<file path="config.mk">
export PLATFORM = sky130hd
export DESIGN_NAME = gate16_bist
export DESIGN_NICKNAME = d
export VERILOG_FILES = /design/src/rtl/gate16_bist_pkg.sv /design/src/rtl/gate16_bist_lfsr16.sv /design/src/rtl/gate16_bist.sv
export SDC_FILE = /design/constraint.sdc
export NUM_CORES = 1
export LEC_CHECK = 0
export ABC_AREA = 1
export BUFFER_PORTS_ARGS = -buffer_cell sky130_fd_sc_hd__buf_4
export CELL_PAD_IN_SITES_DETAIL_PLACEMENT = 1
export CELL_PAD_IN_SITES_GLOBAL_PLACEMENT = 1
export CORE_MARGIN = 8
export CORE_UTILIZATION = 45
export DETAILED_ROUTE_END_ITERATION = 7
export PLACE_DENSITY_LB_ADDON = 0.1
export SLEW_MARGIN = 20
export SYNTH_ARGS = -nofsm -noshare
export SYNTH_HDL_FRONTEND = slang
export SYNTH_HIERARCHICAL = 1
export SYNTH_SLANG_ARGS = --single-unit
</file>
<file path="constraint.sdc">
create_clock -name clk -period 3.6 [get_ports clk]
set_input_delay 0.18 -clock clk [delete_from_list [all_inputs] [get_ports clk]]
set_output_delay 0.18 -clock clk [all_outputs]
set_load 0.05 [all_outputs]
</file>
<file path="src/rtl/gate16_bist_pkg.sv">
// Shared types and constants for the 16-bit gate BIST: op and state encodings,
// directed corner vectors, LFSR taps and vector-generation helpers.
package gate16_bist_pkg;

  localparam int unsigned VEC_W        = 16;
  localparam int unsigned NUM_DIRECTED = 4;

  typedef enum logic [1:0] {
    OP_AND  = 2'b00,
    OP_OR   = 2'b01,
    OP_XOR  = 2'b10,
    OP_NAND = 2'b11
  } op_e;

  typedef enum logic [1:0] {
    IDLE  = 2'b00,
    APPLY = 2'b01,
    CHECK = 2'b10,
    DONE  = 2'b11
  } state_e;

  typedef struct packed {
    logic [VEC_W-1:0] a;
    logic [VEC_W-1:0] b;
  } vec_t;

  localparam vec_t DIR_VEC0 = {16'h0000, 16'h0000};
  localparam vec_t DIR_VEC1 = {16'hFFFF, 16'h0000};
  localparam vec_t DIR_VEC2 = {16'h0000, 16'hFFFF};
  localparam vec_t DIR_VEC3 = {16'hFFFF, 16'hFFFF};

  // x^16+x^14+x^13+x^11+1 -> taps at bits 15,13,12,10
  localparam logic [VEC_W-1:0] LFSR_TAPS = 16'hB400;
  localparam logic [VEC_W-1:0] B_MASK    = 16'h5A5A;

  function automatic logic [VEC_W-1:0] lfsr_next(input logic [VEC_W-1:0] l);
    return {l[VEC_W-2:0], ^(l & LFSR_TAPS)};
  endfunction

  function automatic vec_t rand_vec(input logic [VEC_W-1:0] l);
    vec_t v;
    v.a = l;
    v.b = {l[7:0], l[15:8]} ^ B_MASK;
    return v;
  endfunction

  function automatic vec_t dir_vec(input logic [1:0] i);
    vec_t v;
    case (i)
      2'd0:    v = DIR_VEC0;
      2'd1:    v = DIR_VEC1;
      2'd2:    v = DIR_VEC2;
      default: v = DIR_VEC3;
    endcase
    return v;
  endfunction

endpackage

</file>
<file path="src/rtl/gate16_bist_lfsr16.sv">
// 16-bit Fibonacci LFSR, left-shifting; reset and load both restore the seed.
module lfsr16
  import gate16_bist_pkg::*;
(
  input  logic             clk,
  input  logic             rst_n,
  input  logic             load,
  input  logic [VEC_W-1:0] seed,
  input  logic             step,
  output logic [VEC_W-1:0] q
);

  logic [VEC_W-1:0] lfsr_q;

  always_ff @(posedge clk) begin
    if (!rst_n) begin
      lfsr_q <= seed;
    end else if (load) begin
      lfsr_q <= seed;
    end else if (step) begin
      lfsr_q <= lfsr_next(lfsr_q);
    end
  end

  assign q = lfsr_q;

endmodule

</file>
<file path="src/rtl/gate16_bist.sv">
// BIST sequencer for a 16-bit two-input gate: applies 4 directed corners plus
// NUM_RANDOM LFSR vectors, two cycles each, and tallies mismatches.
module gate16_bist
  import gate16_bist_pkg::*;
#(
  parameter int unsigned NUM_RANDOM = 64,
  parameter logic [15:0] SEED       = 16'hACE1
) (
  input  logic        clk,
  input  logic        rst_n,
  input  logic        start,
  input  logic [1:0]  op,
  output logic [15:0] dut_a,
  output logic [15:0] dut_b,
  input  logic [15:0] dut_out,
  output logic        busy,
  output logic        done,
  output logic        pass,
  output logic [7:0]  fail_count,
  output logic [7:0]  first_fail_idx
);

  localparam int unsigned NUM_VEC  = NUM_DIRECTED + NUM_RANDOM;
  localparam logic [7:0]  LAST_IDX = 8'(NUM_VEC - 1);
  localparam logic [7:0]  FIRST_RND = 8'(NUM_DIRECTED);
  localparam logic [7:0]  NO_FAIL  = 8'hFF;

  state_e           state_q, state_d;
  op_e              op_q, op_d;
  logic [7:0]       idx_q, idx_d;
  vec_t             vec_q, vec_d;
  logic             busy_q, busy_d;
  logic             done_q, done_d;
  logic             pass_q, pass_d;
  logic [7:0]       fail_q, fail_d;
  logic [7:0]       first_q, first_d;
  logic             lfsr_load_c, lfsr_step_c;
  logic [VEC_W-1:0] lfsr_val;
  logic [VEC_W-1:0] expect_c;
  logic             mismatch_c;

  function automatic logic [VEC_W-1:0] expected(input op_e o, input logic [VEC_W-1:0] a,
                                                input logic [VEC_W-1:0] b);
    logic [VEC_W-1:0] r;
    case (o)
      OP_AND:  r = a & b;
      OP_OR:   r = a | b;
      OP_XOR:  r = a ^ b;
      default: r = ~(a & b);
    endcase
    return r;
  endfunction

  lfsr16 u_lfsr (
    .clk   (clk),
    .rst_n (rst_n),
    .load  (lfsr_load_c),
    .seed  (SEED),
    .step  (lfsr_step_c),
    .q     (lfsr_val)
  );

  always_ff @(posedge clk) begin
    if (!rst_n) begin
      state_q <= IDLE;
      op_q    <= OP_AND;
      idx_q   <= '0;
      vec_q   <= '0;
      busy_q  <= 1'b0;
      done_q  <= 1'b0;
      pass_q  <= 1'b0;
      fail_q  <= '0;
      first_q <= NO_FAIL;
    end else begin
      state_q <= state_d;
      op_q    <= op_d;
      idx_q   <= idx_d;
      vec_q   <= vec_d;
      busy_q  <= busy_d;
      done_q  <= done_d;
      pass_q  <= pass_d;
      fail_q  <= fail_d;
      first_q <= first_d;
    end
  end

  // Vector registers are loaded on the edge entering APPLY so they hold through CHECK.
  always_comb begin
    state_d     = state_q;
    op_d        = op_q;
    idx_d       = idx_q;
    vec_d       = vec_q;
    busy_d      = busy_q;
    done_d      = done_q;
    pass_d      = pass_q;
    fail_d      = fail_q;
    first_d     = first_q;
    lfsr_load_c = 1'b0;
    lfsr_step_c = 1'b0;
    expect_c    = expected(op_q, vec_q.a, vec_q.b);
    mismatch_c  = (dut_out != expect_c);

    case (state_q)
      IDLE, DONE: begin
        if (start) begin
          state_d     = APPLY;
          op_d        = op_e'(op);
          idx_d       = '0;
          vec_d       = dir_vec(2'd0);
          busy_d      = 1'b1;
          done_d      = 1'b0;
          pass_d      = 1'b0;
          fail_d      = '0;
          first_d     = NO_FAIL;
          lfsr_load_c = 1'b1;
        end
      end
      APPLY: state_d = CHECK;
      CHECK: begin
        if (mismatch_c) begin
          if (fail_q != 8'hFF) fail_d = fail_q + 8'd1;
          if (first_q == NO_FAIL) first_d = idx_q;
        end
        if (idx_q == LAST_IDX) begin
          state_d = DONE;
          busy_d  = 1'b0;
          done_d  = 1'b1;
          pass_d  = (fail_d == 8'd0);
          vec_d   = '0;
        end else begin
          state_d     = APPLY;
          idx_d       = idx_q + 8'd1;
          lfsr_step_c = (idx_q >= FIRST_RND);
          if (idx_d < FIRST_RND) begin
            vec_d = dir_vec(idx_d[1:0]);
          end else begin
            vec_d = rand_vec(lfsr_step_c ? lfsr_next(lfsr_val) : lfsr_val);
          end
        end
      end
      default: state_d = IDLE;
    endcase
  end

  assign dut_a          = vec_q.a;
  assign dut_b          = vec_q.b;
  assign busy           = busy_q;
  assign done           = done_q;
  assign pass           = pass_q;
  assign fail_count     = fail_q;
  assign first_fail_idx = first_q;

endmodule

</file>
# ---- Word level (Yosys, flattened, before mapping)
# Cells that the tools add are included.
# W data, S select, Z words.
dict set report classes {
  reduce_logical 13
  add_sub_neg 2
  eq_ne 16
  n_lt_le_gt_ge 2
  n_bitwise 6
  n_mux 33
}
# op count
set op_table {}
lappend op_table {{$mux W32} 3}
lappend op_table {{$pmux W32 S3} 1}
lappend op_table {{$mux W8} 8}
lappend op_table {{$pmux W32 S2} 1}
lappend op_table {{$pmux W16 S3} 1}
lappend op_table {{$pmux W8 S2} 3}
lappend op_table {{$add A8 B1 Y8 const B} 2}
lappend op_table {{$and A16 B16 Y16} 1}
lappend op_table {{$mux W16} 1}
lappend op_table {{$ne A16 B16 Y1} 1}
lappend op_table {{$not A16 Y16} 1}
lappend op_table {{$or A16 B16 Y16} 1}
lappend op_table {{$reduce_xor A16 Y1} 1}
lappend op_table {{$xor A16 B16 Y16} 1}
lappend op_table {{$ne A2 B2 Y1 const B} 5}
lappend op_table {{$mux W1} 9}
lappend op_table {{$eq A2 B2 Y1 const B} 4}
lappend op_table {{$eq A8 B7 Y1 const B} 1}
lappend op_table {{$eq A8 B8 Y1 const B} 1}
lappend op_table {{$ge A8 B3 Y1 const B} 1}
lappend op_table {{$logic_not A8 Y1} 1}
lappend op_table {{$lt A8 B3 Y1 const B} 1}
lappend op_table {{$ne A8 B8 Y1 const B} 1}
lappend op_table {{$not A8 Y8} 1}
lappend op_table {{11 further kinds} 21}
dict set report word_totals {
  wordCells 83
  register_bits 79
  inputBits 21
  out_inout_bits 51
}

# ---- Depth between registers and ports, before layout
# Gate-level depths: netlist of run 1.
dict set report depth {
  depth_word 9
  ltp_mapped 19
  mapped_depth_nobuf 19
}

# ---- Cells and area by module
# The synthesis of run 1 kept the hierarchy.
# module cells_each instances area_per_inst_um2 seq_area_each_um2
set by_module_without_submodules {}
lappend by_module_without_submodules {gate16_bist 703 1 4682.0 1261.2}
lappend by_module_without_submodules {lfsr16 85 1 765.7 480.5}

# ---- Least setup slack after synthesis of run 1
# No wires, ideal clock.
dict set report synth_path {
  kind {reg2reg}
  from {reg vec_q, in the netlist dut_a[14]}
  to {reg first_q[1], in the netlist first_fail_idx[1]}
  slack_ps 1228
  required_time_ps 3469
  t_arrival_ps 2241
  setup_ps 131
  period_less_slack_ps 2372
  path_stages_with_launch 15
  n_path_buf 0
  cell_sequence {dfxtp_1 inv_1 ha_1 o21ai_0 nand3_2 nand3b_1 nand2_1 nor2_2 nand2_2 nor2_8 nand3_1 nand3_2 inv_2 o21ai_0 nand3_1}
}
dict set report synth_via {
  elab_chain_cells 6
  elab_cells_between_ends 8
  cone_classes {eq/ne (2); mux (1); bitwise (4); reduce/logical (1)}
}
# item line_no
set synth_lines {}
lappend synth_lines {{start: declaration} gate16_bist.sv:31} ;# vec_t vec_q, vec_d;
lappend synth_lines {{start signal: assignment} gate16_bist.sv:78} ;# vec_q <= vec_d;
lappend synth_lines {{$and A16 B16 Y16} {gate16_bist.sv:46, gate16_bist.sv:49}}
lappend synth_lines {{$not A16 Y16} gate16_bist.sv:49} ;# default: r = ~(a & b);
lappend synth_lines {{$pmux W16 S3 (*)} gate16_bist.sv:45} ;# case (o)
lappend synth_lines {{$ne A16 B16 Y1 (*)} gate16_bist.sv:101} ;# mismatch_c = (dut_out != expect_c);
lappend synth_lines {{$ne A2 B2 Y1 (no line) (*)} -}
lappend synth_lines {{$reduce_and A4 Y1 (no line) (*)} -}
lappend synth_lines {{end signal: assignment} gate16_bist.sv:83} ;# first_q <= first_d;
lappend synth_lines {{end: declaration} gate16_bist.sv:36} ;# logic [7:0] first_q, first_d;
# Every way passes the cells marked *; elsewhere a longest branch is shown, timed or not.
# A chain may end at the register's enable or synchronous reset.

# ---- Worst setup path in the final report of run 1
dict set report layout_path {
  from {reg op_q[0]}
  to {reg pass_q, in the netlist pass}
}
dict set report layout_via {
  elab_chain_cells 8
  elab_cells_between_ends 10
  cone_classes {eq/ne (3); mux (5); reduce/logical (2)}
}
# item line_no
set layout_lines {}
lappend layout_lines {{start: declaration} gate16_bist.sv:29} ;# op_e op_q, op_d;
lappend layout_lines {{start signal: assignment} gate16_bist.sv:76} ;# op_q <= op_d;
lappend layout_lines {{$eq A2 B2 Y1, or another cell as far along} gate16_bist.sv:45}
lappend layout_lines {{$pmux W16 S3 (*)} gate16_bist.sv:45}
lappend layout_lines {{$ne A16 B16 Y1 (*)} gate16_bist.sv:101}
lappend layout_lines {{$mux W8 (*)} gate16_bist.sv:120} ;# if (mismatch_c) begin
lappend layout_lines {{$mux W8 (*)} gate16_bist.sv:103} ;# case (state_q)
lappend layout_lines {{$logic_not A8 Y1 (*)} gate16_bist.sv:128} ;# pass_d = (fail_d == 8'd0);
lappend layout_lines {{$mux W1 (*)} gate16_bist.sv:124} ;# if (idx_q == LAST_IDX) begin
lappend layout_lines {{$pmux W1 S2 (*)} gate16_bist.sv:103}
lappend layout_lines {{end signal: assignment} gate16_bist.sv:81} ;# pass_q <= pass_d;
lappend layout_lines {{end: declaration} gate16_bist.sv:34} ;# logic pass_q, pass_d;
# Every way passes the cells marked *; elsewhere a longest branch is shown, timed or not. The select of a mux whose other input is x is not followed.

==> results of run 1 <==
-- synthesized netlist by cell type, types with 7 or more instances --
master / number
inv_1: 90
clkbuf_1: 13
mux2i_1: 7
o21ai_1: 10
ha_1: 38
nor2_1: 24
edfxtp_1: 16
o211ai_1: 10
nand3b_1: 14
nand3_1: 38
a21oi_1: 60
o21ai_0: 27
dfxtp_1: 63
nand2_2: 9
nand2_1: 293
nand3_2: 10
-- worst register-to-register path, stage by stage (launching register included) --
cell,delay (ps)
dfxtp_1,900
buf_4,350
o21ai_1,90
nand3_1,140
nand2_1,70
nand2_1,60
nand2_1,50
nor2_1,150
nand2_2,110
nor2_8,200
nand2_4,130
nand2_2,80
nand2_2,70
nor3_2,220
nand2_1,100
a21oi_2,140
-- power by group through the flow --
stage                     clock network (mW)  registers [mW]  logic [mW]
after floorplan                            0            1.13       0.337
after global placement                     0            1.08       0.512
after CTS                               1.00            1.06       0.540
final                                  0.985            1.06       0.536
after global routing                    1.04            1.07       0.591
after detailed placement                   0            1.08       0.534
-- per-stage QoR --
step	util, %	std cells	total power, mW
floorplan	-	802	1.463
CTS	53.57	1013	2.607
detailed placement	50.82	998	1.614
global placement	50.82	998	1.588
global route	53.57	1013	2.700
finish	53.57	1013	2.583
-- flip-flops by register name, indices dropped and copies added, names as in the netlist --
name	flops
busy	1
done	1
dut_a	16
dut_b	16
fail_count	8
first_fail_idx	8
idx_q	8
op_q	2
pass	1
state_q	2
u_lfsr/q	16
-- cell usage in the layout (no fill, tap or decap), types with 2 or more instances in the layout --
cell,count
nor2_2,6
a21oi_1,59
inv_4,2
nor2_8,2
nand3_1,38
nor3_1,5
nand3b_1,14
edfxtp_1,16
xnor2_1,6
ha_1,38
nand4_1,5
o21ai_1,10
nor2_1,24
buf_4,75
inv_2,4
nand2_2,9
nand2_1,293
clkbuf_16,11
inv_1,90
nand3_2,10
o21ai_0,27
xor2_1,6
o211ai_1,10
nor2_4,3
dfxtp_1,63
nand3b_2,5
a21oi_2,2
conb_1,16
nand2_4,2
mux2i_1,7
-- area by class of cell --
class                           instances  area [µm²]  area share [%]
Clock inverter                          2       35.03          0.5490
Tap cell                              147       183.9           2.882
Multi-Input combinational cell        600        3196           50.08
Clock buffer                           13       292.8           4.588
Inverter                               97       369.1           5.784
Timing Repair Buffer                   75       563.0           8.824
Sequential cell                        79        1742           27.29
-- routing by layer --
| metal | part of all wire (%) | wire length (µm) | up-vias |
|---|---|---|---|
| li1 | - | - | 2639 |
| met1 | 47 | 7598 | 2548 |
| met2 | 49 | 7995 | 69 |
| met3 | 2.7 | 437 | 23 |
| met4 | 1.8 | 302 | 0 |
| met5 | 0 | 0 | - |
-- worst paths after layout --
path / startpoint / endpoint / slack (ps) / cells past startpoint
worst max-delay path: op_q[0]$_SDFFE_PN0P_ / pass$_SDFFE_PN0P_ / 680 / 15
worst min-delay path: rst_n / first_fail_idx[1]$_SDFFE_PN1P_ / 130 / 2
worst max register to register: op_q[0]$_SDFFE_PN0P_ / pass$_SDFFE_PN0P_ / 680 / 15
worst min register to register: first_fail_idx[7]$_SDFFE_PN1P_ / first_fail_idx[7]$_SDFFE_PN1P_ / 500 / 2
-- logic make-up after synthesis --
family / Yosys count / share of synthesized area, %
adder cells (fa/ha/maj): 38 / 8.728
buffers and inverters: 123 / 10.40
multiplexers: 7 / 1.286
AO/OA/AOI/OAI: 109 / 10.59
XOR/XNOR: 12 / 1.929
flip-flops: 79 / 31.97
other: 2 / 0.1379
AND/OR/NAND/NOR: 418 / 34.96
==> flow_summary.ini, run 1 <==
[timing]
worst_pin_slew_ps = 970.1
setup_violations = 0
clock_skew_ps = 10.86
final.setup.worst_slack_ps = 675.4
timing.setup.tns_ps = 0
min_period_ps = 2925
maxSlewHeadroom_pct = 35.23
max_freq_mhz = 341.9
maxSlewViolCount = 0
hold_viol_final = 0
period_share_pct = 81.24
whs_ps = 131.0
rsz0062_at_grt = false

[global_routing]
grt_max_degree = 56
use_met2_pct = 35.73
first_global_vias = 5473
gr-total-overflow = 0
grt_use_met1_pct = 25.04
use_met3_pct = 2.954
grt_most_used_layer = met2
antenna_found_initial = 0
grt_first_pass_wirelength_um = 26910
grt_usage_pct = 20.41

[yosys]
synth_edf_count = 16
syn_inst = 788
synth_top_area_share_pct = 23.15
synthDistinctLibCells = 38
avgSynthCellArea_um2 = 6.913
synth_area_leader_cell = dfxtp_1
netlist_area_um2 = 5448
yosysWarnings = 6
synth-main-ff-cell = dfxtp_1
synthArstFlopShare_pct = 0
ys_seq_area_share_pct = 31.97
synth_area_leaders = dfxtp_1, nand2_1, edfxtp_1
ys_ff_latch = 79

[placement]
dpl_worst_slack_ps = 696.2
io_buffers = 71
gp_congestion = 0.8915
post_dp_cell_area_um2 = 6053
hpwl_um = 12330

[critical_path]
required_ps = 3860
crit_chain = buf_4, o21ai_1, nand3_1, nand2_1, nand2_1, nand2_1, nor2_1, nand2_2, nor2_8, nand2_4, nand2_2, nand2_2, nor3_2, nand2_1, a21oi_2
worstPathMaxFanout = 18
critPathMaxStageDelay_ps = 900
crit_slowest_cell = dfxtp_1
endpoint_kind = flip-flop
critical_path_arrival_ps = 3180
cp_top_family = simple AND/OR/NAND/NOR gates
worst_setup_path_start_kind = flip-flop
cp_common_cell = nand2_1
crit_type = flip-flop to flip-flop
path_buf_inv = 1

[power]
comb_power_share_pct = 20.7
switching_power_uw = 805.7
p_leak_nw = 2.983
ir_drop_uv = 238.0
p_clk_share_pct = 38.1
p_int_mw = 1.777
power_frac_seq_pct = 41.1
power.density_nw_per_um2 = 404.8
swShare_pct = 31.19

[clock_network]
clockBufferDepth = 2
post_cts_buffers = 0
numCtsBuffers = 9
worstSkewPairLatency_ps = 330
cts_tree = done
clk_pin_slew_ps = 60
hold_buffers = 0
cts.sinks = 79
cts_max_level = 3
ctsResizeCount = 0
root_buffer = clkbuf_16

[floorplan]
io_pins = 72
initial_core_util_pct = 45.74
die_area_um2 = 15880
core-area_um2 = 11910
row_count = 40
dieHeight_um = 126.0
die_x_um = 126.0

[drt]
vias_per_cell = 5.211
drt_first_pass_iters = 4
post_drt_wl_per_cell_um = 16.12
ant_nets = 0
drt-total-wl_um = 16330
vias = 5279
drc = 0
drtIter0Drc = 232

[layout]
fin_nets = 921
drive_gt1_share_pct = 15.59
diodes = 0
fillerInstances = 1576
finish.instance_area_um2 = 6381
area_growth_pct = 17.13

[worst_hold_path]
hold_class = primary input to flip-flop

[status]
status = finished clean

[job]
max-cap-violations = 0
No activity file was read; power rests on OpenSTA's default activity.
==> inputs of run 2 (changes only) <==
CORE_UTILIZATION = 42   (was 45)
clock period = 2.7 ns   (was 3.6 ns; I/O delays follow)
==> flow_summary.ini, run 2 (synthesized netlist as in run 1, its figures left out) <==
[status]
status = finished clean

[clock_network]
cts_max_level = 3
clockBufferDepth = 2
numCtsBuffers = 9
post_cts_buffers = 0
clk_pin_slew_ps = 60
worstSkewPairLatency_ps = 330
root_buffer = clkbuf_16
hold_buffers = 0
ctsResizeCount = 0
cts_tree = done
cts.sinks = 79

[global_routing]
grt_usage_pct = 19.99
grt_max_degree = 56
grt_first_pass_wirelength_um = 27330
first_global_vias = 5506
gr-total-overflow = 0
antenna_found_initial = 0

[drt]
vias_per_cell = 4.924
drt-total-wl_um = 16200
drt_first_pass_iters = 4
drtIter0Drc = 229
post_drt_wl_per_cell_um = 15.24
ant_nets = 0
vias = 5234
drc = 0

[layout]
drive_gt1_share_pct = 17.96
area_growth_pct = 20.49
diodes = 0
finish.instance_area_um2 = 6564
fillerInstances = 1690
final_common_cell = nand2_1
fin_nets = 945
final_cell_mix = nand2_1, buf_4, inv_1

[power]
swShare_pct = 32.01
comb_power_share_pct = 22.6
power.density_nw_per_um2 = 511.8
power_mw = 3.359
power_frac_seq_pct = 41.3
p_clk_share_pct = 36.1
p_leak_nw = 3.095
p_int_mw = 2.284
ir_drop_uv = 319.1
switching_power_mw = 1.075

[timing]
maxSlewViolCount = 0
min_period_ps = 2448
setup_violations = 0
max_freq_mhz = 408.5
timing.setup.tns_ps = 0
hold_viol_final = 0
worst_pin_slew_ps = 991.7
period_share_pct = 90.66
maxSlewHeadroom_pct = 33.89
rsz0062_at_grt = false
clock_skew_ps = 7.255

[critical_path]
crit-reg2reg-launch = idx_q[1]$_SDFFE_PN0P_
cp_common_cell = inv_1
crit_chain = ha_1, nand3_1, nor2_1, xor2_1, inv_1, nor3_1, nand2_2, o31ai_1, inv_1, nand2_1, a21oi_1
critPathMaxStageDelay_ps = 430
crit_slowest_cell = dfxtp_1
critical_path_arrival_ps = 2620
crit_start = idx_q[1]$_SDFFE_PN0P_
endpoint_kind = flip-flop
path_buf_inv = 2
rr_endpoint = dut_a[13]$_SDFFE_PN0P_
worst_setup_path_start_kind = flip-flop
cp_top_family = simple AND/OR/NAND/NOR gates
required_ps = 2870
worstPathMaxFanout = 8
reg2reg_depth = 11
critical_path.endpoint = dut_a[13]$_SDFFE_PN0P_
crit_type = flip-flop to flip-flop
reg2reg_slack_ps = 250
cp.depth = 11

[floorplan]
die_area_um2 = 16870
dieHeight_um = 129.9
die_x_um = 129.9
io_pins = 72
row_count = 41
core-area_um2 = 12620
initial_core_util_pct = 43.17

[placement]
io_buffers = 71
post_dp_cell_area_um2 = 6265
gp_congestion = 0.8642
hpwl_um = 12760

[worst_hold_path]
hold_class = primary input to flip-flop
min_path_cells = 2

[job]
max-cap-violations = 0
==> run 2: cell count changes in the layout (fill, tap and decap cells not counted), sizes merged <==
cell      before  now
clkinv         2    3
inv           96   97
clkbuf        13   11
clkinvlp       0    1
buf           75   99
==> run 2: per-stage QoR <==
stage / util, % / instances / hold slack, ps / setup WS [ps]
after floorplan: - / 802 / 326.3 / 328.5
after global placement: 49.64 / 1047 / 408.7 / 355.5
after detailed placement: 49.64 / 1047 / 412.5 / 271.7
after CTS: 52.01 / 1063 / 70.40 / 250.7
after global routing: 52.01 / 1063 / 72.56 / 13.03
final: 52.01 / 1063 / 80.57 / 252.2
==> run 2: routing by layer <==
layer	part of all wire (%)	GRT usage [%]
met3	3.0	2.978
met5	0	0
met2	48	34.95
met4	0.77	3.962
met1	48	25.59
==> run 2: worst min path at each step <==
stage | start | end | slack (ps)
floorplan | op[0] | op_q[0]$_SDFFE_PN0P_ | 330
global placement | rst_n | first_fail_idx[1]$_SDFFE_PN1P_ | 410
detailed placement | rst_n | first_fail_idx[5]$_SDFFE_PN1P_ | 410
CTS | rst_n | first_fail_idx[5]$_SDFFE_PN1P_ | 70
global route | rst_n | first_fail_idx[5]$_SDFFE_PN1P_ | 70
finish | rst_n | first_fail_idx[5]$_SDFFE_PN1P_ | 80
==> run 2: power groups by stage <==
stage | combinational [mW] | clock (mW) | sequential (mW)
after floorplan | 0.450 | 0 | 1.50
after global placement | 0.731 | 0 | 1.41
after detailed placement | 0.760 | 0 | 1.41
after CTS | 0.766 | 1.24 | 1.39
after global routing | 0.844 | 1.29 | 1.40
final | 0.758 | 1.21 | 1.39
==> run 2: final cells by class <==
class,instances,area [µm²],area share (%)
Clock buffer,11,242.7,3.698
Clock inverter,5,56.30,0.8578
Inverter,97,369.1,5.623
Multi-Input combinational cell,600,3196,48.68
Sequential cell,79,1742,26.53
Tap cell,172,215.2,3.279
Timing Repair Buffer,99,743.2,11.32
